<file path="src/rtl/bram_arb_pkg.sv">
// Shared widths and types for the BRAM read arbiter and its per-client response FIFOs.
package bram_arb_pkg;

  function automatic int unsigned id_width(input int unsigned n);
    return (n > 1) ? $clog2(n) : 1;
  endfunction

  function automatic int unsigned cnt_width(input int unsigned depth);
    return $clog2(depth + 1);
  endfunction

  localparam int unsigned DEF_NUM_CLIENTS = 4;
  localparam int unsigned DEF_RSP_DEPTH   = 2;
  localparam int unsigned CLIENT_ID_W     = id_width(DEF_NUM_CLIENTS);
  localparam int unsigned CNT_W           = cnt_width(DEF_RSP_DEPTH);

  typedef logic [CLIENT_ID_W-1:0] client_id_t;

endpackage

</file>
<file path="src/rtl/bram_arb_rsp_fifo.sv">
// Small synchronous response FIFO; head is presented combinationally and reads as 0 when empty.
module bram_arb_rsp_fifo
  import bram_arb_pkg::*;
#(
  parameter int unsigned DATA_SIZE = 32,
  parameter int unsigned RSP_DEPTH = 2
) (
  input  logic                 i_clk,
  input  logic                 i_srst,
  input  logic                 i_enq,
  input  logic [DATA_SIZE-1:0] i_data,
  input  logic                 i_deq,
  output logic                 o_full,
  output logic                 o_empty,
  output logic [DATA_SIZE-1:0] o_head
);

  localparam int unsigned PTR_W = id_width(RSP_DEPTH);
  localparam int unsigned CW    = cnt_width(RSP_DEPTH);
  localparam logic [PTR_W-1:0] LAST_PTR = PTR_W'(RSP_DEPTH - 1);

  logic [DATA_SIZE-1:0] r_mem [RSP_DEPTH];
  logic [PTR_W-1:0]     r_wr_ptr;
  logic [PTR_W-1:0]     r_rd_ptr;
  logic [CW-1:0]        r_count;
  logic                 w_pop;

  assign o_empty = (r_count == '0);
  assign o_full  = (r_count == CW'(RSP_DEPTH));
  assign w_pop   = i_deq & ~o_empty;
  assign o_head  = o_empty ? '0 : r_mem[r_rd_ptr];

  always_ff @(posedge i_clk) begin
    if (i_enq) begin
      r_mem[r_wr_ptr] <= i_data;
    end
  end

  always_ff @(posedge i_clk) begin
    if (i_srst) begin
      r_wr_ptr <= '0;
      r_rd_ptr <= '0;
      r_count  <= '0;
    end else begin
      if (i_enq) begin
        r_wr_ptr <= (r_wr_ptr == LAST_PTR) ? '0 : r_wr_ptr + 1'b1;
      end
      if (w_pop) begin
        r_rd_ptr <= (r_rd_ptr == LAST_PTR) ? '0 : r_rd_ptr + 1'b1;
      end
      // Push and pop together leave the occupancy unchanged, even when full.
      if (i_enq && !w_pop) begin
        r_count <= r_count + CW'(1);
      end else if (!i_enq && w_pop) begin
        r_count <= r_count - CW'(1);
      end
    end
  end

endmodule

</file>
<file path="src/rtl/bram_read_arbiter.sv">
// Round-robin sharing of one 1-cycle-latency BRAM read port among several clients,
// with credit limiting so every returning word always has a FIFO slot waiting for it.
module bram_read_arbiter
  import bram_arb_pkg::*;
#(
  parameter int unsigned NUM_CLIENTS = 4,
  parameter int unsigned ADDR_SIZE   = 9,
  parameter int unsigned DATA_SIZE   = 32,
  parameter int unsigned RSP_DEPTH   = 2
) (
  input  logic                             CLK,
  input  logic                             RST,
  input  logic [NUM_CLIENTS-1:0]           req_valid,
  input  logic [NUM_CLIENTS*ADDR_SIZE-1:0] req_addr,
  output logic [NUM_CLIENTS-1:0]           req_ready,
  output logic [NUM_CLIENTS-1:0]           rsp_valid,
  output logic [NUM_CLIENTS*DATA_SIZE-1:0] rsp_data,
  input  logic [NUM_CLIENTS-1:0]           rsp_deq,
  output logic                             bram_read_en,
  output logic [ADDR_SIZE-1:0]             bram_read_addr,
  input  logic [DATA_SIZE-1:0]             bram_read_data,
  output logic                             no_pending
);

  localparam int unsigned ID_W = id_width(NUM_CLIENTS);
  localparam int unsigned CW   = cnt_width(RSP_DEPTH);
  localparam logic [CW-1:0]   CREDIT_MAX = CW'(RSP_DEPTH);
  localparam logic [ID_W-1:0] LAST_ID    = ID_W'(NUM_CLIENTS - 1);

  logic [ID_W-1:0]        r_rr;
  logic                   r_pend_valid;
  logic [ID_W-1:0]        r_pend_id;
  logic [CW-1:0]          r_cnt [NUM_CLIENTS];

  logic [NUM_CLIENTS-1:0] w_elig;
  logic [NUM_CLIENTS-1:0] w_grant;
  logic [NUM_CLIENTS-1:0] w_enq;
  logic [NUM_CLIENTS-1:0] w_deq;
  logic [NUM_CLIENTS-1:0] w_full;
  logic [NUM_CLIENTS-1:0] w_empty;
  logic [NUM_CLIENTS-1:0] w_cnt_zero;
  logic                   w_grant_any;
  logic [ID_W-1:0]        w_grant_id;

  genvar gi;
  generate
    for (gi = 0; gi < NUM_CLIENTS; gi++) begin : g_client
      // No grants while reset is held, so nothing is launched into a pipeline being flushed.
      assign w_elig[gi]     = req_valid[gi] & (r_cnt[gi] < CREDIT_MAX) & ~RST;
      assign w_enq[gi]      = r_pend_valid & (r_pend_id == ID_W'(gi));
      assign w_deq[gi]      = rsp_deq[gi] & ~w_empty[gi];
      assign w_cnt_zero[gi] = (r_cnt[gi] == '0);
      assign rsp_valid[gi]  = ~w_empty[gi];

      bram_arb_rsp_fifo #(
        .DATA_SIZE (DATA_SIZE),
        .RSP_DEPTH (RSP_DEPTH)
      ) u_rsp_fifo (
        .i_clk   (CLK),
        .i_srst  (RST),
        .i_enq   (w_enq[gi]),
        .i_data  (bram_read_data),
        .i_deq   (w_deq[gi]),
        .o_full  (w_full[gi]),
        .o_empty (w_empty[gi]),
        .o_head  (rsp_data[gi*DATA_SIZE +: DATA_SIZE])
      );

      a_no_overflow: assert property (@(posedge CLK) disable iff (RST)
        !(w_enq[gi] && w_full[gi] && !w_deq[gi]));
    end
  endgenerate

  always_comb begin : p_rr_scan
    int idx;
    idx         = 0;
    w_grant     = '0;
    w_grant_any = 1'b0;
    w_grant_id  = '0;
    for (int k = 0; k < int'(NUM_CLIENTS); k++) begin
      idx = int'(r_rr) + k;
      if (idx >= int'(NUM_CLIENTS)) begin
        idx = idx - int'(NUM_CLIENTS);
      end
      if (!w_grant_any && w_elig[idx]) begin
        w_grant_any  = 1'b1;
        w_grant[idx] = 1'b1;
        w_grant_id   = ID_W'(idx);
      end
    end
  end

  always_comb begin
    bram_read_addr = '0;
    for (int i = 0; i < int'(NUM_CLIENTS); i++) begin
      if (w_grant[i]) begin
        bram_read_addr = req_addr[i*ADDR_SIZE +: ADDR_SIZE];
      end
    end
  end

  assign req_ready    = w_grant;
  assign bram_read_en = w_grant_any;
  assign no_pending   = ~r_pend_valid & (&w_cnt_zero);

  always_ff @(posedge CLK) begin
    if (RST) begin
      r_rr         <= '0;
      r_pend_valid <= 1'b0;
      r_pend_id    <= '0;
    end else begin
      r_pend_valid <= w_grant_any;
      r_pend_id    <= w_grant_id;
      if (w_grant_any) begin
        r_rr <= (w_grant_id == LAST_ID) ? '0 : w_grant_id + 1'b1;
      end
    end
  end

  // Credits count words accepted but not yet popped, whether still in flight or buffered.
  always_ff @(posedge CLK) begin
    for (int i = 0; i < int'(NUM_CLIENTS); i++) begin
      if (RST) begin
        r_cnt[i] <= '0;
      end else if (w_grant[i] && !w_deq[i]) begin
        r_cnt[i] <= r_cnt[i] + CW'(1);
      end else if (!w_grant[i] && w_deq[i]) begin
        r_cnt[i] <= r_cnt[i] - CW'(1);
      end
    end
  end

endmodule
</file>
<file path="config.mk">
export PLATFORM = sky130hd
export DESIGN_NAME = bram_read_arbiter
export DESIGN_NICKNAME = d
export VERILOG_FILES = /design/src/rtl/bram_arb_pkg.sv /design/src/rtl/bram_arb_rsp_fifo.sv /design/src/rtl/bram_read_arbiter.sv
export SDC_FILE = /design/constraint.sdc
export NUM_CORES = 1
export LEC_CHECK = 0
export BUFFER_PORTS_ARGS = -buffer_cell sky130_fd_sc_hd__buf_2
export CAP_MARGIN = 20
export CORE_AREA = 2 2 152 154
export CTS_CLUSTER_DIAMETER = 200
export DETAILED_ROUTE_END_ITERATION = 16
export DIE_AREA = 0 0 154 156
export GPL_TIMING_DRIVEN = 0
export PLACE_DENSITY = 0.77
export SKIP_CTS_REPAIR_TIMING = 1
export SYNTH_ARGS = -nofsm -noshare
export SYNTH_HDL_FRONTEND = slang
export SYNTH_HIERARCHICAL = 1
export SYNTH_SLANG_ARGS = --single-unit
</file>
<file path="constraint.sdc">
create_clock -name CLK -period 4.2 [get_ports CLK]
set_input_delay 0.21 -clock CLK [delete_from_list [all_inputs] [get_ports CLK]]
set_output_delay 0.21 -clock CLK [all_outputs]
set_load 0.05 [all_outputs]
</file>
==> reports/results.tsv, run 1 <==
metric	value	unit
outcome	complete, no violations	
r2r_cells	13	
syn_to_final_growth	24.7	%
start_kind	flip-flop	
p_seq_share	35.6	%
max_freq	245	MHz
ir_worst_vdd	512	uV
hold-path-endpoint	g_client[2].u_rsp_fifo/r_wr_ptr$_SDFFE_PP0P_	
grt_pass1_wl	42300	um
dp_hpwl	18900	um
worstSkewPairLatency	0.55	ns
p_comb_share	39.4	%
synthCells	844	
critPathSlowestCell	or3_4	
finalSetupViolations	0	
crit_path_frequent_cell	buf_6	
cts_buffer_depth	3	
critical-path-max-stage-delay	0.38	ns
num_rows	55	
synth_warnings	6	
fp.coreArea	22400	um^2
cp.arrival	3.87	ns
grt-ovfl-total	0	
placement.io_buffers	224	
grt_pass1_vias	7613	
placed_cell_area	13900	um^2
cts-root-buf	clkbuf_16	
rr_endpoint	r_cnt[3][0]$_DFFE_PP_	
min_from	RST	
drc	0	
min_path_type	in -> reg	
crit_buf_inv	7	
worst_pin_slew	0.861	ns
power	10.1	mW
avgRoutedWirePerCell	20.1	um
cts_made_buffers	29	
worstPathRequired	3.99	ns
cap_violations	0	
hold_ws	0.108	ns
cts_tree	built	
clock_skew	0.0187	ns
synth_area	12200	um^2
cpLargestDelayFamily	buffers and inverters	
whs_path_depth	2	
htreeDepth	1	
period_minus_slack	4.08	ns
antenna_found_initial	0	
start_util	54.7	%
floorplan.die_area	24000	um^2
synth_nets	936	
avgSynthCellArea	14.5	um^2
drt_iter0_markers	516	
ant_nets	0	
layout-drive-gt1-share	30.6	%
ioPinCount	225	
cts.reportedPaths.clkPinSlew	0.06	ns
drt_first_pass_iters	4	
fin_nets	1231	
num_antenna_cells	0	
stdcell_count	1447	
gp_congestion	0.853	
via_count	7844	
p_sw	4.01	mW
grt_usage	23.1	%
grt_max_degree	27	
routed_via_density	5.42	
die_w	154	um
fillers	1568	
powerDensity	663	nW/um^2
critical_path_class	reg -> out	
critPathMaxFanout	12	
post-route-period-util	97.1	%
maxSlewHeadroom	41.1	%
worst_setup_path_end_kind	output pin	
final_area	15300	um^2
p_sw_share	39.6	%
finalWirelength	29100	um
dp_cells	1361	
die-height	156	um
cts_sinks	289	
crit_chain	clkbuf_4 -> inv_2 -> buf_6 -> ha_1 -> buf_6 -> or3_4 -> nand3_2 -> o31ai_2 -> or2_1 -> o211a_1 -> buf_6 -> and2_4 -> buf_6 -> a221oi_2 -> clkbuf_4	
r2r_setup_slack	1.18	ns
finalMaxSlewViolations	0	
p_leak	5.77	nW
clock_power_share	24.9	%
internal_power	6.10	mW
timing_hold_violations_final	0	
-- power groups by stage --
stage                     clock network, mW  logic, mW  registers [mW]
after floorplan                           0       2.85            3.63
after global placement                    0       3.74            3.66
after detailed placement                  0       3.85            3.66
after CTS                              2.56       3.86            3.60
after global routing                   2.67       4.21            3.63
final                                  2.52       3.99            3.60
-- area by class of cell --
| type | instances | area [um^2] | area share (%) |
|---|---|---|---|
| sequential | 289 | 8430 | 55.3 |
| multi-input combinational | 486 | 3450 | 22.6 |
| timing repair buffer | 264 | 1650 | 10.8 |
| clock buffer | 41 | 831 | 5.45 |
| tap | 285 | 357 | 2.34 |
| buffer | 43 | 317 | 2.08 |
| clock inverter | 13 | 115 | 0.755 |
| inverter | 26 | 97.6 | 0.640 |
-- flip-flops by register name, indices dropped and copies added, names as in the netlist, named ones only --
| name | flops |
|---|---|
| r_rr | 1 |
| g_client.u_rsp_fifo/r_mem | 256 |
| g_client.u_rsp_fifo/r_wr_ptr | 4 |
| r_pend_valid | 1 |
| r_pend_id | 2 |
| r_cnt | 8 |
| g_client.u_rsp_fifo/r_count | 8 |
| g_client.u_rsp_fifo/r_rd_ptr | 4 |
-- layout by cell type, fill, tap and decap left out, types with 12 or more instances in the layout --
master and count:
a21oi_1 13, buf_2 231, buf_4 18, buf_6 13, clkbuf_16 29, dfxtp_1 24
dlygate4sd3_1 32, edfxtp_1 264, ha_1 14, inv_1 25, mux2i_1 134, nand2_1 19
nor2_1 173, o21ai_0 12, xor2_1 12
-- metal layers --
layer / track usage (%) / up-vias / wire length [um]
met1: 30.1 / 3821 / 11900
met4: 6.05 / 0 / 611
met2: 39.9 / 306 / 14500
met5: 0 / - / 0
li1: - / 3664 / -
met3: 4.86 / 53 / 2110
-- through the flow --
| stage | setup WS (ns) | utilization, % | setup TNS (ns) |
|---|---|---|---|
| after floorplan | 0.435 | - | 0 |
| after global placement | 0.123 | 61.3 | 0 |
| after detailed placement | 0.513 | 62.2 | 0 |
| after CTS | -0.0713 | 66.5 | -0.112 |
| after global routing | -0.0349 | 68.2 | -0.0375 |
| final | 0.121 | 68.2 | 0 |
-- worst max path at each step --
stage | from | endpoint | slack, ns | cells after the start
floorplan | flip-flop | bram_read_addr[0] | 0.43 | 13
global placement | r_pend_valid$_SDFF_PP0_ | g_client[0].u_rsp_fifo/r_mem[0][20]$_DFFE_PP_ | 0.12 | 2
detailed placement | flip-flop | bram_read_addr[6] | 0.51 | 15
CTS | flip-flop | bram_read_addr[6] | -0.07 | 15
global route | flip-flop | bram_read_addr[5] | -0.03 | 15
finish | flip-flop | bram_read_addr[8] | 0.12 | 15
Power figures use the tool's default switching activity.
==> inputs of run 2 (changes only) <==
- CORE_AREA: 2 2 152 154 -> 2 2 150 152
- DIE_AREA: 0 0 154 156 -> 0 0 152 154
- PLACE_DENSITY: 0.77 -> 0.78
- SYNTH_HIERARCHICAL: 1 -> unset
==> run 2 against run 1 <==
  * The run now ends with hold timing left
  * Sequential power increased by 8.6%
  * Register-to-register slack got worse by 0.06 ns
  * Core utilization increased by 0.61 points
  * Clock-buffer cell count decreased by 8
  * Fmax increased by 3.0%
  * Sequential cell count unchanged
  * Largest cell class unchanged
==> reports/results.tsv, run 2 <==
metric	value	unit	change
avgSynthCellArea	14.5	um^2	about the same
dp_hpwl	19800	um	was 18,900 um
syn_to_final_growth	23.7	%	was 24.7%
via_count	7797		was 7,844
gp_congestion	0.845		was 0.853
timing_hold_violations_final	8		was 0
max_freq	253	MHz	was 245 MHz
finalWirelength	29900	um	was 29,100 um
stdcell_count	1421		was 1,447
cts_made_buffers	28		was 29
finalSetupViolations	0		unchanged
critical_path_class	reg -> out		unchanged
cap_violations	0		unchanged
cts_tree	built		unchanged
yosysUniqueCellTypes	59		
min_path_type	in -> reg		unchanged
die_w	152	um	was 154 um
multi_input_area	3400	um^2	was 3450 um^2
layout_commonest_cell	edfxtp_1		unchanged
worst_pin_slew	1.14	ns	was 0.861 ns
avgRoutedWirePerCell	21.0	um	was 20.1 um
routed_via_density	5.49		was 5.42
synth_flop_cell	edfxtp_1		
num_antenna_cells	0		unchanged
crit_buf_inv	5		was 7
min_from	bram_read_data[22]		was RST
synth_nets	923		was 936
violations	hold timing		
synth_edf_count	264		
synth_area_leaders	edfxtp_1 (66%), mux2i_1 (11%), nor2_1 (4.8%), dfxtp_1 (4.1%), ha_1 (1.6%)		
start_kind	flip-flop		unchanged
grt_max_degree	33		was 27
final_cell_mix	edfxtp_1 (264), buf_2 (227), nor2_1 (153)		was edfxtp_1 (264), buf_2 (231), nor2_1 (173)
busiest_layer	met2		unchanged
critPathSlowestCell	dfxtp_1		was or3_4
maxSlewHeadroom	24.1	%	was 41.1%
ys_async_sr_fraction	0	%	
cts.reportedPaths.clkPinSlew	0.06	ns	about the same
ys_seq_elements	289		
synth_area	12100	um^2	was 12,200 um^2
fin_nets	1215		was 1,231
die-height	154	um	was 156 um
worstSkewPairLatency	0.53	ns	was 0.55 ns
reg.largest.list	g_client.u_rsp_fifo.r_mem (256), g_client.u_rsp_fifo.r_count (8), r_cnt (8)		was g_client.u_rsp_fifo/r_mem (256), g_client.u_rsp_fifo/r_count (8), r_cnt (8)
floorplan.die_area	23400	um^2	was 24,000 um^2
ioPinCount	225		unchanged
post-route-period-util	94.3	%	was 97.1%
synth_warnings	0		was 6
powerDensity	845	nW/um^2	was 663 nW/um^2
critical-path-max-stage-delay	0.43	ns	was 0.38 ns
grt_pass1_vias	7731		was 7,613
drc	0		unchanged
crit_chain	buf_6 -> buf_6 -> inv_1 -> ha_1 -> o21ai_1 -> nand2_1 -> a41o_1 -> a221o_1 -> nand2b_1 -> buf_2 -> o221ai_1 -> buf_2		was clkbuf_4 -> inv_2 -> buf_6 -> ha_1 -> buf_6 -> or3_4 -> nand3_2 -> o31ai_2 -> or2_1 -> o211a_1 -> buf_6 -> and2_4 -> buf_6 -> a221oi_2 -> clkbuf_4
cts_buffer_depth	3		unchanged
htreeDepth	1		unchanged
synth_top_area_cell	edfxtp_1		
antenna_found_initial	0		unchanged
finalMaxSlewViolations	0		unchanged
cts_sinks	289		unchanged
ant_nets	0		unchanged
p_leak	5.68	nW	was 5.77 nW
use_met3	4.54	%	was 4.86%
regArea	8430	um^2	about the same
ys_seq_area_share	69.9	%	
num_rows	54		was 55
grt_util_met2	43.4	%	was 39.9%
worstPathRequired	3.99	ns	about the same
period_minus_slack	3.96	ns	was 4.08 ns
yosys.area.top_type_share	65.7	%	
layout-drive-gt1-share	26.6	%	was 30.6%
grt_pass1_wl	44100	um	was 42,300 um
hold_ws	-0.0115	ns	was 0.108 ns
cp.arrival	3.75	ns	was 3.87 ns
cts-root-buf	clkbuf_16		unchanged
synthCells	830		was 844
worst_setup_path_end_kind	output pin		unchanged
synth_most_common_cell	edfxtp_1		
cpLargestDelayFamily	compound AO/OA/AOI/OAI gates		was buffers and inverters
grt-ovfl-total	0		unchanged
dp_cells	1341		was 1,361
fp.coreArea	21700	um^2	was 22,400 um^2
netlist_top_cells_count	edfxtp_1 (264), nor2_1 (155), mux2i_1 (129), dfxtp_1 (25), inv_1 (23)		
met1_usage	31.0	%	was 30.1%
clock_skew	0.00872	ns	was 0.0187 ns
critPathMaxFanout	10		was 12
ir_worst_vdd	598	uV	was 512 uV
grt_usage	24.8	%	was 23.1%
drt_iter0_markers	707		was 516
top_register	g_client.u_rsp_fifo.r_mem		was g_client.u_rsp_fifo/r_mem
drt_first_pass_iters	5		was 4
placement.io_buffers	223		was 224
outcome	finished, violations left		was complete, no violations
fillers	1485		was 1,568
rsz0062_at_grt	false		
largest_reg_flops	256		unchanged
start_util	55.6	%	was 54.7%
[run 2: kinds of logic (layout without fill, tap and decap cells)]
kind of cell	after synthesis	in the layout	synth area share [%]
buffers and inverters	65	376	2.26
flip-flops	289	289	69.9
XOR/XNOR	23	23	1.67
AO/OA/AOI/OAI	74	74	4.76
AND/OR/NAND/NOR	235	235	9.20
adder cells (fa/ha/maj)	15	15	1.56
multiplexers	129	129	10.7
[run 2: final cells by class]
type	count	share of cell area, %
Inverter	25	0.629
Buffer	40	1.20
Timing Repair Buffer	262	10.6
Tap cell	280	2.35
Multi-Input combinational cell	476	22.8
Clock inverter	16	1.06
Sequential cell	289	56.5
Clock buffer	33	4.82
[run 2: worst register-to-register path: stages (launching register included)]
cell and delay [ns]:
dfxtp_1 0.43, buf_6 0.18, buf_6 0.15, inv_1 0.12
ha_1 0.38, o21bai_2 0.26, and2_1 0.22, o32a_2 0.44
and2_4 0.18, buf_2 0.18, xnor2_1 0.15, nand2b_1 0.11
[run 2: routing by layer]
| layer | part of all wire (%) | wire [um] | vias up |
|---|---|---|---|
| met5 | 0 | 0 | - |
| met4 | 3.7 | 1120 | 0 |
| met2 | 50 | 14900 | 357 |
| met3 | 6.9 | 2070 | 72 |
| met1 | 39 | 11800 | 3728 |
| li1 | - | - | 3640 |
[run 2: worst paths after layout]
kind / slack (ns) / to / cells past startpoint
setup / recovery: 0.24 / bram_read_addr[3] / 12
hold / removal: -0.01 / g_client[0].u_rsp_fifo.r_mem[1][22]$_DFFE_PP_ / 1
hold reg to reg: 0.50 / g_client[3].u_rsp_fifo.r_count[1]$_SDFFE_PP0P_ / 2
setup reg to reg: 1.12 / r_cnt[1][0]$_DFFE_PP_ / 11
[run 2: stage by stage]
stage	setup WS, ns	cell area, um^2	util, %	TNS [ns]	power [mW]
CTS	0.191	14600	67.3	0	12.6
global route	0.00512	14900	68.8	0	13.1
finish	0.240	14900	68.8	0	12.6
global placement	-0.727	13500	62.4	-23.20	10.1
floorplan	0.781	12100	-	0	8.45
detailed placement	0.760	13700	63.3	0	10.2
[run 2: power by group]
| group | switching [mW] | internal (mW) | total, mW |
|---|---|---|---|
| registers | 0.199 | 3.71 | 3.91 |
| clock network | 0.992 | 1.40 | 2.39 |
| logic | 4.75 | 1.56 | 6.30 |
==> inputs of run 3 (changes only) <==
==> constraint.sdc (replaced) <==
create_clock -name CLK -period 4.2 [get_ports CLK]
set_input_delay 0.42 -clock CLK [delete_from_list [all_inputs] [get_ports CLK]]
set_output_delay 0.42 -clock CLK [all_outputs]
set_load 0.05 [all_outputs]
==> run 3 against run 2 <==
  * First-iteration DRC count increased by 0.99%
  * Die area unchanged
  * Core utilization decreased by 1.2 points
  * Sequential power about the same
  * The flow now finishes without violations
  * Worst setup slack lost 0.013 ns
  * Critical path depth did not move
  * Total power barely moved
  * Routed wire length is 2.0% lower
  * Fmax down 0.32%
  * Sequential cell count unchanged
==> reports/results.tsv, run 3 (synthesis results as in run 2) <==
metric	value	unit	change
period_minus_slack	3.97	ns	was 3.96 ns
finalWirelength	29300	um	was 29,900 um
cap_violations	0		unchanged
busiest_layer	met2		unchanged
final_cell_mix	edfxtp_1 (264), buf_2 (224), nor2_1 (153)		was edfxtp_1 (264), buf_2 (227), nor2_1 (153)
timing_hold_violations_final	0		was 8
clock_skew	0.0103	ns	was 0.00872 ns
drt_first_pass_iters	6		was 5
utilization	67.6	%	was 68.8%
placement.io_buffers	223		unchanged
cts.reportedPaths.clkPinSlew	0.06	ns	about the same
htreeDepth	1		unchanged
antenna_found_initial	1		was 0
cts_sinks	289		unchanged
start_util	55.6	%	unchanged
maxSlewHeadroom	24.2	%	was 24.1%
grt_usage	24.8	%	unchanged
cp.arrival	3.55	ns	was 3.75 ns
use_met3	4.54	%	unchanged
worstPathRequired	3.78	ns	was 3.99 ns
fin_nets	1186		was 1,215
critical-path-max-stage-delay	0.38	ns	was 0.43 ns
layout-drive-gt1-share	27.8	%	was 26.6%
ir_worst_vdd	598	uV	about the same
power	12.6	mW	about the same
critPathMaxFanout	10		unchanged
dp_hpwl	19800	um	unchanged
p_leak	5.56	nW	was 5.68 nW
critical_path_class	reg -> out		unchanged
floorplan.die_area	23400	um^2	unchanged
top_register	g_client.u_rsp_fifo.r_mem		unchanged
avgRoutedWirePerCell	21.0	um	about the same
min_path_type	in -> reg		unchanged
syn_to_final_growth	21.5	%	was 23.7%
finalMaxSlewViolations	0		unchanged
layout_commonest_cell	edfxtp_1		unchanged
met1_usage	31.0	%	unchanged
via_count	7650		was 7,797
fp.coreArea	21700	um^2	unchanged
die-height	154	um	unchanged
critPathSlowestCell	dfxtp_2		was dfxtp_1
drc	0		unchanged
cts-root-buf	clkbuf_16		unchanged
placed_cell_area	13700	um^2	unchanged
grt_util_met2	43.4	%	unchanged
powerDensity	860	nW/um^2	was 845 nW/um^2
hold_ws	0.156	ns	was -0.0115 ns
largest_reg_flops	256		unchanged
grt_max_degree	33		unchanged
finalSetupViolations	0		unchanged
cts_buffer_depth	3		unchanged
gp_congestion	0.845		unchanged
crit_chain	buf_6 -> buf_6 -> inv_1 -> ha_4 -> o21ai_1 -> nand2_1 -> a41o_1 -> a221o_1 -> nand2b_1 -> buf_2 -> o221ai_1 -> buf_2		was buf_6 -> buf_6 -> inv_1 -> ha_1 -> o21ai_1 -> nand2_1 -> a41o_1 -> a221o_1 -> nand2b_1 -> buf_2 -> o221ai_1 -> buf_2
rsz0062_at_grt	false		unchanged
worst_setup_path_end_kind	output pin		unchanged
grt_pass1_vias	7731		unchanged
cts_made_buffers	28		unchanged
worstSkewPairLatency	0.54	ns	was 0.53 ns
cts_tree	built		unchanged
post-route-period-util	94.6	%	was 94.3%
die_w	152	um	unchanged
num_rows	54		unchanged
ant_nets	0		unchanged
routed_via_density	5.50		was 5.49
max_freq	252	MHz	was 253 MHz
worst_pin_slew	1.14	ns	about the same
start_kind	flip-flop		unchanged
grt-ovfl-total	0		unchanged
grt_pass1_wl	44100	um	unchanged
outcome	complete, no violations		was finished, violations left
reg.largest.list	g_client.u_rsp_fifo.r_mem (256), g_client.u_rsp_fifo.r_count (8), r_cnt (8)		unchanged
final_area	14700	um^2	was 14,900 um^2
ioPinCount	225		unchanged
num_antenna_cells	0		unchanged
drt_iter0_markers	714		was 707
-- run 3: report_power, final --
part | internal [mW] | total, mW | switching [mW]
logic | 1.57 | 6.31 | 4.74
registers | 3.71 | 3.91 | 0.198
clock network | 1.40 | 2.39 | 0.989
-- run 3: stage by stage --
stage / setup TNS (ns) / cells / worst slack [ns]
finish: 0 / 1392 / 0.228
detailed placement: 0 / 1341 / 0.550
floorplan: 0 / 830 / 0.571
CTS: -0.0189 / 1390 / -0.0189
global route: 0 / 1392 / 0.0303
global placement: -23.20 / 1333 / -0.727
-- run 3: worst paths after layout --
check	startpoint	end	slack (ns)	depth (start not counted)
hold / removal	bram_read_data[28]	g_client[3].u_rsp_fifo.r_mem[1][28]$_DFFE_PP_	0.16	1
hold reg to reg	g_client[3].u_rsp_fifo.r_count[1]$_SDFFE_PP0P_	g_client[3].u_rsp_fifo.r_count[1]$_SDFFE_PP0P_	0.49	2
setup / recovery	flip-flop	bram_read_addr[0]	0.23	12
setup reg to reg	flip-flop	r_cnt[1][0]$_DFFE_PP_	1.28	11
-- run 3: cell type report --
type,count,area (um^2)
plain buffers,40,179
clock buffers,33,719
clock inverters,16,159
fillers,1516,7030
inverters,25,93.8
multi-input cells,476,3420
flip-flops and latches,289,8430
well taps,280,350
repair buffers,233,1300
-- run 3: worst max-delay path, delay by kind of cell, from the launching register on --
family | cells | cell delay, ns
DFF | 1 | 0.38
AOI/OAI and AO/OA | 4 | 1.04
and+or+nand+nor | 2 | 0.36
adders and majority gates | 1 | 0.29
buffers and inverters | 5 | 0.94
-- run 3: metal layers --
| layer | vias to the layer above | part of all wire [%] |
|---|---|---|
| li1 | 3582 | - |
| met5 | - | 0 |
| met2 | 353 | 50 |
| met3 | 65 | 7.4 |
| met4 | 0 | 3.7 |
| met1 | 3650 | 39 |
